==> config.mk <==
export PLATFORM = sky130hd
export DESIGN_NAME = mdu_hilo
export DESIGN_NICKNAME = d
export VERILOG_FILES = /design/src/rtl/mdu_pkg.sv /design/src/rtl/mdu_sign_fix.sv /design/src/rtl/mdu_hilo.sv
export SDC_FILE = /design/constraint.sdc
export NUM_CORES = 1
export LEC_CHECK = 0
export BUFFER_PORTS_ARGS = -buffer_cell sky130_fd_sc_hd__clkbuf_2
export CORE_ASPECT_RATIO = 1.5
export CORE_MARGIN = 1.5
export CORE_UTILIZATION = 40
export DETAILED_ROUTE_END_ITERATION = 16
export PLACE_DENSITY = 0.68
export SYNTH_ARGS = -nofsm -noshare
export SYNTH_HDL_FRONTEND = slang
export SYNTH_HIERARCHICAL = 1
export SYNTH_SLANG_ARGS = --single-unit
==> constraint.sdc <==
create_clock -name clk -period 6.35 [get_ports clk]
set_clock_uncertainty 0.05 [all_clocks]
set_input_delay 1.27 -clock clk [delete_from_list [all_inputs] [get_ports clk]]
set_output_delay 1.27 -clock clk [all_outputs]
set_load 0.02 [all_outputs]
==> src/rtl/mdu_pkg.sv <==
// Shared definitions for the HI/LO multiply/divide unit.
// mdu_op_t uses the same 2-bit encodings as the decode control unit.
package mdu_pkg;

  typedef enum logic [1:0] {
    MULT  = 2'b00,
    MULTU = 2'b01,
    DIV   = 2'b10,
    DIVU  = 2'b11
  } mdu_op_t;

  typedef enum logic [1:0] {
    IDLE = 2'b00,
    RUN  = 2'b01,
    FIX  = 2'b10
  } mdu_state_t;

  function automatic logic op_is_div(input mdu_op_t o);
    return (o == DIV) || (o == DIVU);
  endfunction

  function automatic logic op_is_signed(input mdu_op_t o);
    return (o == MULT) || (o == DIV);
  endfunction

endpackage

==> src/rtl/mdu_sign_fix.sv <==
// Combinational sign helpers for mdu_hilo.
// Input side : magnitudes and sign flags of the a/b operands.
// Output side: sign correction of the raw unsigned result.
//   a, b            operands as issued
//   is_signed       operands are two's complement
//   a_mag, b_mag    |a|, |b| (unchanged when unsigned)
//   a_neg, b_neg    operand sign bits (0 when unsigned)
//   is_div          raw result is quotient/remainder, not a product
//   neg_main        negate product (multiply) or quotient (divide)
//   neg_rem         negate remainder (divide only)
//   res_hi, res_lo  raw unsigned result
//   fix_hi, fix_lo  corrected values for HI/LO
module mdu_sign_fix
  import mdu_pkg::*;
#(
  parameter int WIDTH = 32
) (
  input  logic [WIDTH-1:0] a,
  input  logic [WIDTH-1:0] b,
  input  logic             is_signed,
  output logic [WIDTH-1:0] a_mag,
  output logic [WIDTH-1:0] b_mag,
  output logic             a_neg,
  output logic             b_neg,
  input  logic             is_div,
  input  logic             neg_main,
  input  logic             neg_rem,
  input  logic [WIDTH-1:0] res_hi,
  input  logic [WIDTH-1:0] res_lo,
  output logic [WIDTH-1:0] fix_hi,
  output logic [WIDTH-1:0] fix_lo
);

  logic [2*WIDTH-1:0] prod;
  logic [2*WIDTH-1:0] prod_neg;

  always_comb begin
    a_neg = is_signed & a[WIDTH-1];
    b_neg = is_signed & b[WIDTH-1];
    a_mag = a_neg ? -a : a;
    b_mag = b_neg ? -b : b;
  end

  always_comb begin
    prod     = {res_hi, res_lo};
    prod_neg = -prod;
    fix_hi   = res_hi;
    fix_lo   = res_lo;
    if (is_div) begin
      fix_lo = neg_main ? -res_lo : res_lo;
      fix_hi = neg_rem  ? -res_hi : res_hi;
    end else if (neg_main) begin
      {fix_hi, fix_lo} = prod_neg;
    end
  end

endmodule

==> src/rtl/mdu_hilo.sv <==
// Iterative multiply/divide unit with architectural HI/LO registers.
// One result bit per cycle: WIDTH RUN cycles then one FIX cycle.
//   clk, rst          clock, synchronous active-high reset
//   start, op, a, b   issue MULT/MULTU/DIV/DIVU (sampled in IDLE only)
//   flush             abort the in-flight operation, no HI/LO write
//   mthi, mtlo, wdata direct HI/LO writes (IDLE only)
//   busy              operation in flight (registered)
//   done              one-cycle pulse when HI/LO take a result
//   hi, lo            HI/LO registers
module mdu_hilo
  import mdu_pkg::*;
#(
  parameter int WIDTH = 32
) (
  input  logic             clk,
  input  logic             rst,
  input  logic             start,
  input  logic [1:0]       op,
  input  logic [WIDTH-1:0] a,
  input  logic [WIDTH-1:0] b,
  input  logic             flush,
  input  logic             mthi,
  input  logic             mtlo,
  input  logic [WIDTH-1:0] wdata,
  output logic             busy,
  output logic             done,
  output logic [WIDTH-1:0] hi,
  output logic [WIDTH-1:0] lo
);

  localparam int CW = $clog2(WIDTH);
  localparam logic [CW-1:0] CNT_LAST = CW'(WIDTH - 1);

  mdu_state_t state, state_n;
  mdu_op_t    op_in, op_q;
  logic [CW-1:0]    cnt;
  // Multiply: hi_acc:lo_acc is the partial product, lo_acc shifting out multiplier bits.
  // Divide:   hi_acc is the partial remainder, lo_acc shifts dividend out / quotient in.
  logic [WIDTH-1:0] hi_acc, lo_acc, hi_acc_n, lo_acc_n;
  logic [WIDTH-1:0] opnd;
  logic             neg_main, neg_rem;

  logic [WIDTH-1:0] a_mag, b_mag, fix_hi, fix_lo;
  logic             a_neg, b_neg;
  logic             start_ok, write_res;

  logic [WIDTH:0]   add_sum;
  logic [WIDTH:0]   div_shift, div_diff;

  assign op_in = mdu_op_t'(op);

  mdu_sign_fix #(.WIDTH(WIDTH)) u_sign_fix (
    .a         (a),
    .b         (b),
    .is_signed (op_is_signed(op_in)),
    .a_mag     (a_mag),
    .b_mag     (b_mag),
    .a_neg     (a_neg),
    .b_neg     (b_neg),
    .is_div    (op_is_div(op_q)),
    .neg_main  (neg_main),
    .neg_rem   (neg_rem),
    .res_hi    (hi_acc),
    .res_lo    (lo_acc),
    .fix_hi    (fix_hi),
    .fix_lo    (fix_lo)
  );

  always_comb begin
    state_n   = state;
    start_ok  = 1'b0;
    write_res = 1'b0;
    case (state)
      IDLE: begin
        if (start && !flush) begin
          start_ok = 1'b1;
          state_n  = RUN;
        end
      end
      RUN: begin
        if (flush)                 state_n = IDLE;
        else if (cnt == CNT_LAST)  state_n = FIX;
      end
      FIX: begin
        write_res = !flush;
        state_n   = IDLE;
      end
      default: state_n = IDLE;
    endcase
  end

  // One iteration of shift-add multiply or restoring divide.
  always_comb begin
    add_sum   = {1'b0, hi_acc} + (lo_acc[0] ? {1'b0, opnd} : '0);
    div_shift = {hi_acc, lo_acc[WIDTH-1]};
    div_diff  = div_shift - {1'b0, opnd};
    if (op_is_div(op_q)) begin
      // Partial remainder stays below the divisor, so a borrow shows in bit WIDTH.
      hi_acc_n = div_diff[WIDTH] ? div_shift[WIDTH-1:0] : div_diff[WIDTH-1:0];
      lo_acc_n = {lo_acc[WIDTH-2:0], ~div_diff[WIDTH]};
    end else begin
      hi_acc_n = add_sum[WIDTH:1];
      lo_acc_n = {add_sum[0], lo_acc[WIDTH-1:1]};
    end
  end

  always_ff @(posedge clk) begin
    if (rst) state <= IDLE;
    else     state <= state_n;
  end

  always_ff @(posedge clk) begin
    if (rst) begin
      busy     <= 1'b0;
      done     <= 1'b0;
      hi       <= '0;
      lo       <= '0;
      cnt      <= '0;
      op_q     <= MULT;
      hi_acc   <= '0;
      lo_acc   <= '0;
      opnd     <= '0;
      neg_main <= 1'b0;
      neg_rem  <= 1'b0;
    end else begin
      busy <= (state_n != IDLE);
      done <= write_res;
      if (state == IDLE) begin
        if (mthi) hi <= wdata;
        if (mtlo) lo <= wdata;
      end
      if (start_ok) begin
        op_q   <= op_in;
        cnt    <= '0;
        hi_acc <= '0;
        if (op_is_div(op_in)) begin
          lo_acc <= a_mag;
          opnd   <= b_mag;
        end else begin
          lo_acc <= b_mag;
          opnd   <= a_mag;
        end
        // Divide by zero leaves quotient all ones and remainder |a|; suppressing the
        // quotient negation while still restoring a's sign yields LO=~0, HI=a.
        neg_main <= (a_neg ^ b_neg) & ~(op_is_div(op_in) & (b == '0));
        neg_rem  <= a_neg;
      end
      if (state == RUN) begin
        hi_acc <= hi_acc_n;
        lo_acc <= lo_acc_n;
        cnt    <= cnt + CW'(1);
      end
      if (write_res) begin
        hi <= fix_hi;
        lo <= fix_lo;
      end
    end
  end

endmodule

==> Word level (Yosys, flattened, before mapping) <==
Index checks and enable logic that the tools add are counted.
{ "totals": {"ff_bits": 173, "input_bits": 104, "output_inout_bits": 66, "word_cells": 82} }
{ "op_classes": {"addsub": 8, "n_eq_ne": 7, "mux": 33, "bitwise_logic": 7, "n_reduce_logical": 15} }
{ "op_table": {"columns": ["cell", "n"], "rows": [
  ["two-way mux 32 bit", 24],
  ["negation 32 bit", 4],
  ["negation 64 bit", 1],
  ["adder 32 x 32 -> 33 bit", 1],
  ["subtractor 33 x 32 -> 33 bit", 1],
  ["zero test 32 bit", 1],
  ["equality test 2 bit, second input constant", 5],
  ["two-way mux 5 bit", 2],
  ["nonzero test 2 bit", 5],
  ["two-way mux 2 bit", 3],
  ["adder 5 x 1 -> 5 bit, second input constant", 1],
  ["equality test 5 bit, second input constant", 1],
  ["bitwise AND 1 bit", 4],
  ["zero test 2 bit", 2],
  ["one-hot mux 2 bit (2 select lines)", 1],
  ["AND reduction 2 bit", 2],
  ["logical OR 1 bit", 3],
  ["two-way mux 1 bit", 3],
  ["equality test 2 x 1 -> 1 bit, second input constant", 1],
  ["inverter 1 bit", 2],
  ["logical AND 1 bit", 1],
  ["zero test 1 bit", 1],
  ["bitwise XOR 1 bit", 1]
]} }

==> Longest topological paths before layout <==
Gate-level depths: netlist of run 1.
{ "logic_depth": {"depth_word": 7, "ltp_mapped": 14, "mapped_depth_nobuf": 14} }

==> Hierarchy <==
The synthesis of run 1 kept the hierarchy.
{ "modules_own_cells": {"columns": ["module", "instances", "cells_each", "area_each_um2", "seq_area_each_um2"], "rows": [
  ["mdu_hilo", 1, 1405, 11756.3, 3443.3],
  ["mdu_sign_fix", 1, 479, 3084.2, 0.0]
]} }

==> Worst setup path after synthesis of run 1 <==
Ideal clock, no wire load.
{ "synth_timing": {"path_type": "input to register", "start": "in a[20]", "end": "reg lo_acc[30]", "setup_ns": 0.137, "t_arrival_ns": 3.456, "t_required_ns": 6.163, "path_slack_ns": 2.707, "cell_stages": 10, "n_path_buf": 0, "cell_sequence": "or4_1 -> or3_1 -> or3_1 -> nor3_1 -> a21oi_1 -> xor2_1 -> mux2i_1 -> nor2_1 -> a211oi_1 -> a211oi_1"} }
{ "synth_between": {"elab_chain_len": 5} }
{ "synth_rtl": {"columns": ["element", "line_no", "source"], "rows": [
  ["start, declared", "mdu_hilo.sv:19", "input logic [WIDTH-1:0] a,"],
  ["negation 32 bit", "mdu_sign_fix.sv:40", "a_mag = a_neg ? -a : a;"],
  ["two-way mux 32 bit", "mdu_sign_fix.sv:40", null],
  ["named net a_mag[30]", "mdu_hilo.sv:43", "logic [WIDTH-1:0] a_mag, b_mag, fix_hi, fix_lo;"],
  ["two-way mux 32 bit", "mdu_hilo.sv:136", "if (op_is_div(op_in)) begin"],
  ["two-way mux 32 bit", "mdu_hilo.sv:132", "if (start_ok) begin"],
  ["two-way mux 32 bit", "mdu_hilo.sv:148", "if (state == RUN) begin"],
  ["end signal, assigned", "mdu_hilo.sv:137", "lo_acc <= a_mag;"],
  ["end signal, assigned", "mdu_hilo.sv:140", "lo_acc <= b_mag;"],
  ["end signal, assigned", "mdu_hilo.sv:150", "lo_acc <= lo_acc_n;"],
  ["end, declared", "mdu_hilo.sv:39", "logic [WIDTH-1:0] hi_acc, lo_acc, hi_acc_n, lo_acc_n;"]
]} }
The timed path passes the listed nets, and every way through them passes these cells. The select of a mux whose other input is x is not followed.
A chain may end at the register's enable or synchronous reset.

==> Worst setup path in the final report of run 1 <==
{ "layout_timing": {"start": "reg lo_acc[31]", "end": "reg hi_acc[9]"} }
{ "layout_between": {"elab_chain_len": 4} }
{ "layout_rtl": {"columns": ["element", "line_no", "source"], "rows": [
  ["subtractor 33 x 32 -> 33 bit", "mdu_hilo.sv:96", "div_diff = div_shift - {1'b0, opnd};"],
  ["two-way mux 32 bit", "mdu_hilo.sv:99", "hi_acc_n = div_diff[WIDTH] ? div_shift[WIDTH-1:0] : div_diff[WIDTH-1:0];"],
  ["two-way mux 32 bit", "mdu_hilo.sv:97", "if (op_is_div(op_q)) begin"],
  ["two-way mux 32 bit", "mdu_hilo.sv:148", null],
  ["end signal, assigned", "mdu_hilo.sv:149", "hi_acc <= hi_acc_n;"],
  ["end, declared", "mdu_hilo.sv:39", null]
]} }
No other way between the ends.

==> metrics, run 1 <==
Period Utilization, post-route 73.6%; P&R area growth vs syn 10.9%; Critical Path Source Type register; hold depth 1; syn avg cell area 7.88 um^2; CTS Buffer Depth 2; dominant cell type by area after synthesis dfxtp_1; Max transition margin 26.9%; Register-to-Register Path Depth 14; commonest non-fill, non-tap cells in the layout nor2_1, mux2i_1, dfxtp_1, a211oi_1, clkbuf_2; vias in the first global route 14100; # DRC 0; CP arrival 5.00 ns; net count after synthesis 2060; Unique masters post-synth 82; met1 Track Usage GR 29.0%; first-pass GRT wire length 78.3 mm; reg2reg start lo_acc[31]; Synth Warn # 6; Power Dens Cells 192 nW/um^2; Leak Pwr 7.03 nW; hold-fix buffers at CTS 0; CTS tree built; CTS Sinks 172; Cells after Synth 1884; worst r2r dst hi_acc[9]; share of cells above drive strength 1 12.3%; run status complete, no violations; grt peak-use layer met2; Crit. End Element register; core area 36700 um^2; fin crit period 4.67 ns; register area 3440 um^2; clk root buf clkbuf_16; post-synthesis sequential area ratio 23.2%; Initial Util 40.4%; Slew Viols, Final 0; max-cap violations 0; Vias/cell 6.01; setup_tns 0 ns; worst hold margin 0.428 ns; GR Layer Usage met3 3.31%; async set-or-reset flop fraction in the synthesized netlist 0%; Buffers on Ports 169; Initial DRC Count 946; Num CTS Buffers 17; ant diodes 0; hold_sp cnt[3]; Max VDD drop 139 uV; Worst path max stage delay 0.93 ns; largest net degree at the start of global routing 82; Detailed Place HPWL 40.4 mm; final setup vio count 0; Filler cells 3688; Resized cells post-CTS 0; fmax 0.214 GHz; GPL Wtd Cong 1.02; post-synthesis register bit count 172; Skew-Pair Late Insertion Delay 0.45 ns; H-tree depth 4; Final Hold Vio Count 0; post-synth top area share 23.2%; Vias 14800; Cell Chain, Critical Path inv_1 > ha_1 > fa_1 > nand2b_1 > a21oi_2 > o2111ai_2 > o21ai_2 > a2111oi_2 > or2_4 > o311ai_4 > buf_4 > and3_1 > a311oi_1 > nor3_1; post-route ant nets 0; RSZ-0062 raised after global routing false; wirelength, routed 51.5 mm; HP Class register to register; die height 239 um; I/O pin cnt 170; reg2reg setup slack 1.68 ns; GRT Util Overall 26.3%; Crit-path slowest cell o311ai_4; critical-path maximum fanout 16; hold path endpoint cnt[3]; DRT Pass-1 Iters 5; slew at the pin closest to its max-slew limit 1.09 ns; Post-synth EDFFs 0; Setup Crit Path Kind register to register; clock transition at the registers of the reported paths 0.07 ns; top post-synthesis cells by area dfxtp_1, mux2i_1, a211oi_1; Multi-input gate area 10600 um^2; Final nets 2139; wire per inst 20.9 um; initial antenna violation count 1; synthesized area 14800 um^2; required time worst endpoint 6.67 ns; commonest non-fill, non-tap cell in the layout nor2_1; met2 Use GR 46.7%; setup repair bufs after CTS 0; FP Rows 86; main flop type after synthesis dfxtp_1; gr ovfl total 0; Die ar. 38300 um^2; Die W 160 um
[where the power goes]
part	switching, mW	internal, mW
Combinational	0.565	0.354
Clock	0.476	0.517
Sequential	0.0978	1.14
Total	1.14	2.01
[registers in the layout, summed over array words and instances (netlist names), 2 cells and up]
name / flops
hi: 32
hi_acc: 32
lo: 32
lo_acc: 32
opnd: 32
cnt: 5
state: 2
[metal layers]
metal	up-vias	wire, um
met5	-	16
met4	2	3540
li1	7084	-
met1	7035	19900
met2	522	25500
met3	153	2440
[stage by stage]
stage	worst slack, ns	std cells	power [mW]	area [um^2]	utilization [%]
floorplan	2.71	1884	1.87	14800	-
global placement	1.84	2428	2.16	15900	43.4
detailed placement	1.78	2428	2.17	15900	43.4
CTS	1.74	2460	3.16	16500	44.8
global route	1.47	2460	3.28	16500	44.8
finish	1.68	2460	3.15	16500	44.8
[kinds of logic (layout without fill, tap and decap cells)]
| family | Yosys count | after routing | share of synthesized area, % |
|---|---|---|---|
| XOR/XNOR | 172 | 172 | 10.2 |
| AO/OA/AOI/OAI | 546 | 546 | 25.2 |
| adder cells (fa/ha/maj) | 72 | 72 | 6.17 |
| AND/OR/NAND/NOR | 552 | 552 | 18.1 |
| flip-flops | 172 | 172 | 23.2 |
| multiplexers | 175 | 175 | 11.8 |
| buffers and inverters | 195 | 287 | 5.40 |
[cells in the mapped netlist (4+ instances only)]
cell type / n
nor2_1: 216
mux2i_1: 175
dfxtp_1: 172
a211oi_1: 168
xnor2_1: 116
a21oi_1: 112
nand2_1: 99
clkbuf_1: 94
inv_1: 73
ha_1: 70
o21ai_0: 56
xor2_1: 56
and2_1: 40
nor3_1: 32
o21ai_1: 29
o31ai_1: 29
a21o_1: 27
nor4_1: 27
nand3_1: 24
a22oi_1: 18
nand2b_1: 18
a31oi_1: 17
nand4_1: 15
or3_1: 14
buf_1: 13
or4_1: 13
and3_1: 11
o41ai_1: 11
o21bai_1: 10
nand3b_1: 9
o211ai_1: 9
o21a_1: 8
o31a_1: 7
or2_2: 7
buf_2: 5
buf_6: 5
nor4b_1: 5
a21boi_0: 4
a32oi_1: 4
buf_4: 4
nor2b_1: 4
[area by class of cell]
cell class,instances,area share [%]
inverters,73,1.67
flip-flops and latches,172,20.9
multi-input cells,1517,64.7
clock inverters,10,0.517
well taps,484,3.68
repair buffers,182,5.76
clock buffers,22,2.76
[worst max-delay path by stage]
stage	from	end	slack [ns]	cells after the start
6_report	lo_acc[31]	hi_acc[9]	1.68	14
5_1_grt	lo_acc[31]	hi_acc[8]	1.47	14
4_1_cts	lo_acc[31]	hi_acc[9]	1.74	14
3_5_place_dp	lo_acc[31]	hi_acc[9]	1.78	14
3_3_place_gp	b[0]	lo_acc[24]	1.84	12
2_1_floorplan	a[20]	lo_acc[30]	2.71	10
[worst max-delay path, delay by kind of cell (launching register included)]
| family | cells | cell delay (ns) |
|---|---|---|
| AO/OA/AOI/OAI | 6 | 1.98 |
| adder cells (fa/ha/maj) | 2 | 0.64 |
| buffers and inverters | 2 | 0.44 |
| flip-flops | 1 | 0.58 |
| AND/OR/NAND/NOR | 4 | 0.90 |
Power figures use the tool's default switching activity.
==> run 2, diff against run 1 <==
PLACE_DENSITY = 0.7   (was 0.68)
clock period = 4.2 ns   (was 6.35 ns; I/O delays follow)
==> run 2 against run 1 <==
  * Critical path depth decreased by 2
  * Core utilization rose by 1.0 points
  * First-iteration DRC count grew 3.6%
  * Largest power group unchanged
  * Largest cell class unchanged
  * Design area rose by 2.2%
  * Total power up 56%
  * Non-clock buffer count increased by 37
  * Clock power grew 64%
  * Highest routed layer is now met4
  * Sequential share of layout area is 0.45 points lower
  * Clock-buffer cell count down 4
  * Routed wire length up 1.2%
  * Fmax increased by 24%
==> metrics, run 2 (same netlist as run 1, synthesis figures left out) <==
Die ar. 38300 um^2 (unchanged); Worst path max stage delay 0.72 ns (-0.21 ns); DRT Pass-1 Iters 6 (+1); Sw Share 36.2% (+0.060 points); register area 3440 um^2 (unchanged); Setup WS post-layout 0.427 ns (-1.25 ns); final setup vio count 0 (unchanged); internal power 3.13 mW (+56%); commonest non-fill, non-tap cell in the layout nor2_1; utilization after layout 45.8% (+1.0 points); first-pass GRT wire length 80.7 mm (+3.0%); hold-fix buffers at CTS 0 (unchanged); Final Hold Vio Count 0 (unchanged); P&R area growth vs syn 13.3%; clock transition at the registers of the reported paths 0.07 ns (about the same); Crit-path slowest cell o311a_1; clock network power share 33.2% (+1.7 points); Max VDD drop 177 uV (+27%); Initial Util 40.4% (unchanged); worst hold margin 0.413 ns (-0.0149 ns); Setup Crit Path Kind register to register; gr ovfl total 0 (unchanged); GPL Wtd Cong 0.967 (-4.9%); FP Rows 86 (unchanged); # DRC 0 (unchanged); fin crit period 3.77 ns (-0.899 ns); Period Utilization, post-route 89.8% (+16 points); GRT Util Overall 27.0% (+0.70 points); power share of the combinational group 29.1% (about the same); wirelength, routed 52.1 mm (+1.2%); CP arrival 4.06 ns (-0.94 ns); Leak Pwr 7.27 nW (+3.4%); Buffers on Ports 169 (unchanged); run status complete, no violations; Skew-Pair Late Insertion Delay 0.45 ns (about the same); die height 239 um (unchanged); setup_tns 0 ns (unchanged); CTS Buffer Depth 2 (unchanged); slew at the pin closest to its max-slew limit 1.21 ns (+0.117 ns); Pwr Total 4.91 mW (+56%); Cell Chain, Critical Path inv_1 > ha_1 > a21oi_1 > nand2_1 > o2111ai_2 > o21ai_2 > a2111oi_2 > or2_4 > o311a_1 > nor2_1 > a21oi_1 > o21ai_1; max-cap violations 0 (unchanged); post-route ant nets 0 (unchanged); HP Class register to register; H-tree depth 4 (unchanged); Vias/cell 6.03 (+0.24%); RSZ-0062 raised after global routing false; Initial DRC Count 980 (+3.6%); Filler cells 3720 (+0.87%); wire per inst 20.9 um (-0.30%); ant diodes 0 (unchanged); Num CTS Buffers 17 (unchanged); critical-path maximum fanout 19 (+3); Vias 15000 (+1.7%); core area 36700 um^2 (unchanged); CTS tree built; clk root buf clkbuf_16; fmax 0.265 GHz (+24%); Resized cells post-CTS 0 (unchanged); I/O pin cnt 170 (unchanged); most frequent CP cell a21oi_1; largest net degree at the start of global routing 78 (-4.9%); vias in the first global route 14600 (+3.5%); commonest non-fill, non-tap cells in the layout nor2_1, mux2i_1, dfxtp_1, a211oi_1, clkbuf_2; CTS Sinks 172 (unchanged); Crit. End Element register; Final nets 2176 (+1.7%); Psw 1.78 mW (+56%); Die W 160 um (unchanged); share of cells above drive strength 1 14.1% (+1.8 points); Slew Viols, Final 0 (unchanged); Critical Path Source Type register; dpl ws 0.484 ns (-1.29 ns); initial antenna violation count 0 (-1); setup repair bufs after CTS 0 (unchanged); Power Dens Cells 292 nW/um^2 (+52%); Max transition margin 19.0% (-7.8 points); Multi-input gate area 10600 um^2 (unchanged); required time worst endpoint 4.49 ns (-2.18 ns); Detailed Place HPWL 41.0 mm (+1.6%); Sequential Power Share 37.7% (-1.7 points)
run 2: cell count changes in the layout (fill, tap and decap cells not counted), moves of 2 or more:
cell and change:
inv_6 +5, clkinvlp_4 -2, buf_12 +3, clkbuf_1 -4, clkinv_4 -3, buf_4 +34
clkinv_8 +2
run 2: metrics by stage:
| step | area (um^2) | instances |
|---|---|---|
| finish | 16800 | 2496 |
| global route | 16800 | 2496 |
| CTS | 16800 | 2496 |
| detailed placement | 16200 | 2465 |
| global placement | 16200 | 2465 |
| floorplan | 14800 | 1884 |
run 2: critical path: cells and delay by family, from the launching register on:
family / cells / cell delay, ns
buffers and inverters: 1 / 0.07
adders and majority gates: 1 / 0.37
and+or+nand+nor: 3 / 0.53
AOI/OAI and AO/OA: 7 / 2.22
DFF: 1 / 0.39
run 2: path summary, 6_finish.rpt:
kind	startpoint	end	slack, ns	cells past startpoint
worst max register to register	opnd[5]	hi_acc[7]	0.43	12
worst max-delay path	opnd[5]	hi_acc[7]	0.43	12
worst min register to register	cnt[3]	cnt[3]	0.41	1
worst min-delay path	cnt[3]	cnt[3]	0.41	1
run 2: layout make-up:
type / count / area share, %
Clock buffer: 18 / 2.61
Clock inverter: 13 / 0.893
Inverter: 73 / 1.63
Multi-Input combinational cell: 1517 / 63.3
Sequential cell: 172 / 20.5
Tap cell: 484 / 3.60
Timing Repair Buffer: 219 / 7.51
run 2: power groups by stage:
stage | registers (mW) | logic (mW) | clock network, mW
finish | 1.85 | 1.43 | 1.63
global placement | 1.88 | 1.39 | 0
CTS | 1.85 | 1.41 | 1.66
floorplan | 1.89 | 0.932 | 0
detailed placement | 1.89 | 1.40 | 0
global route | 1.86 | 1.54 | 1.71
run 2: metal layers:
layer	routed length, um	track usage (%)	part of all wire, %	vias up
li1	-	-	-	7163
met1	20100	29.6	39	7195
met2	25700	47.7	49	527
met3	2240	2.90	4.3	163
met4	4010	20.4	7.7	0
met5	0	0	0	-
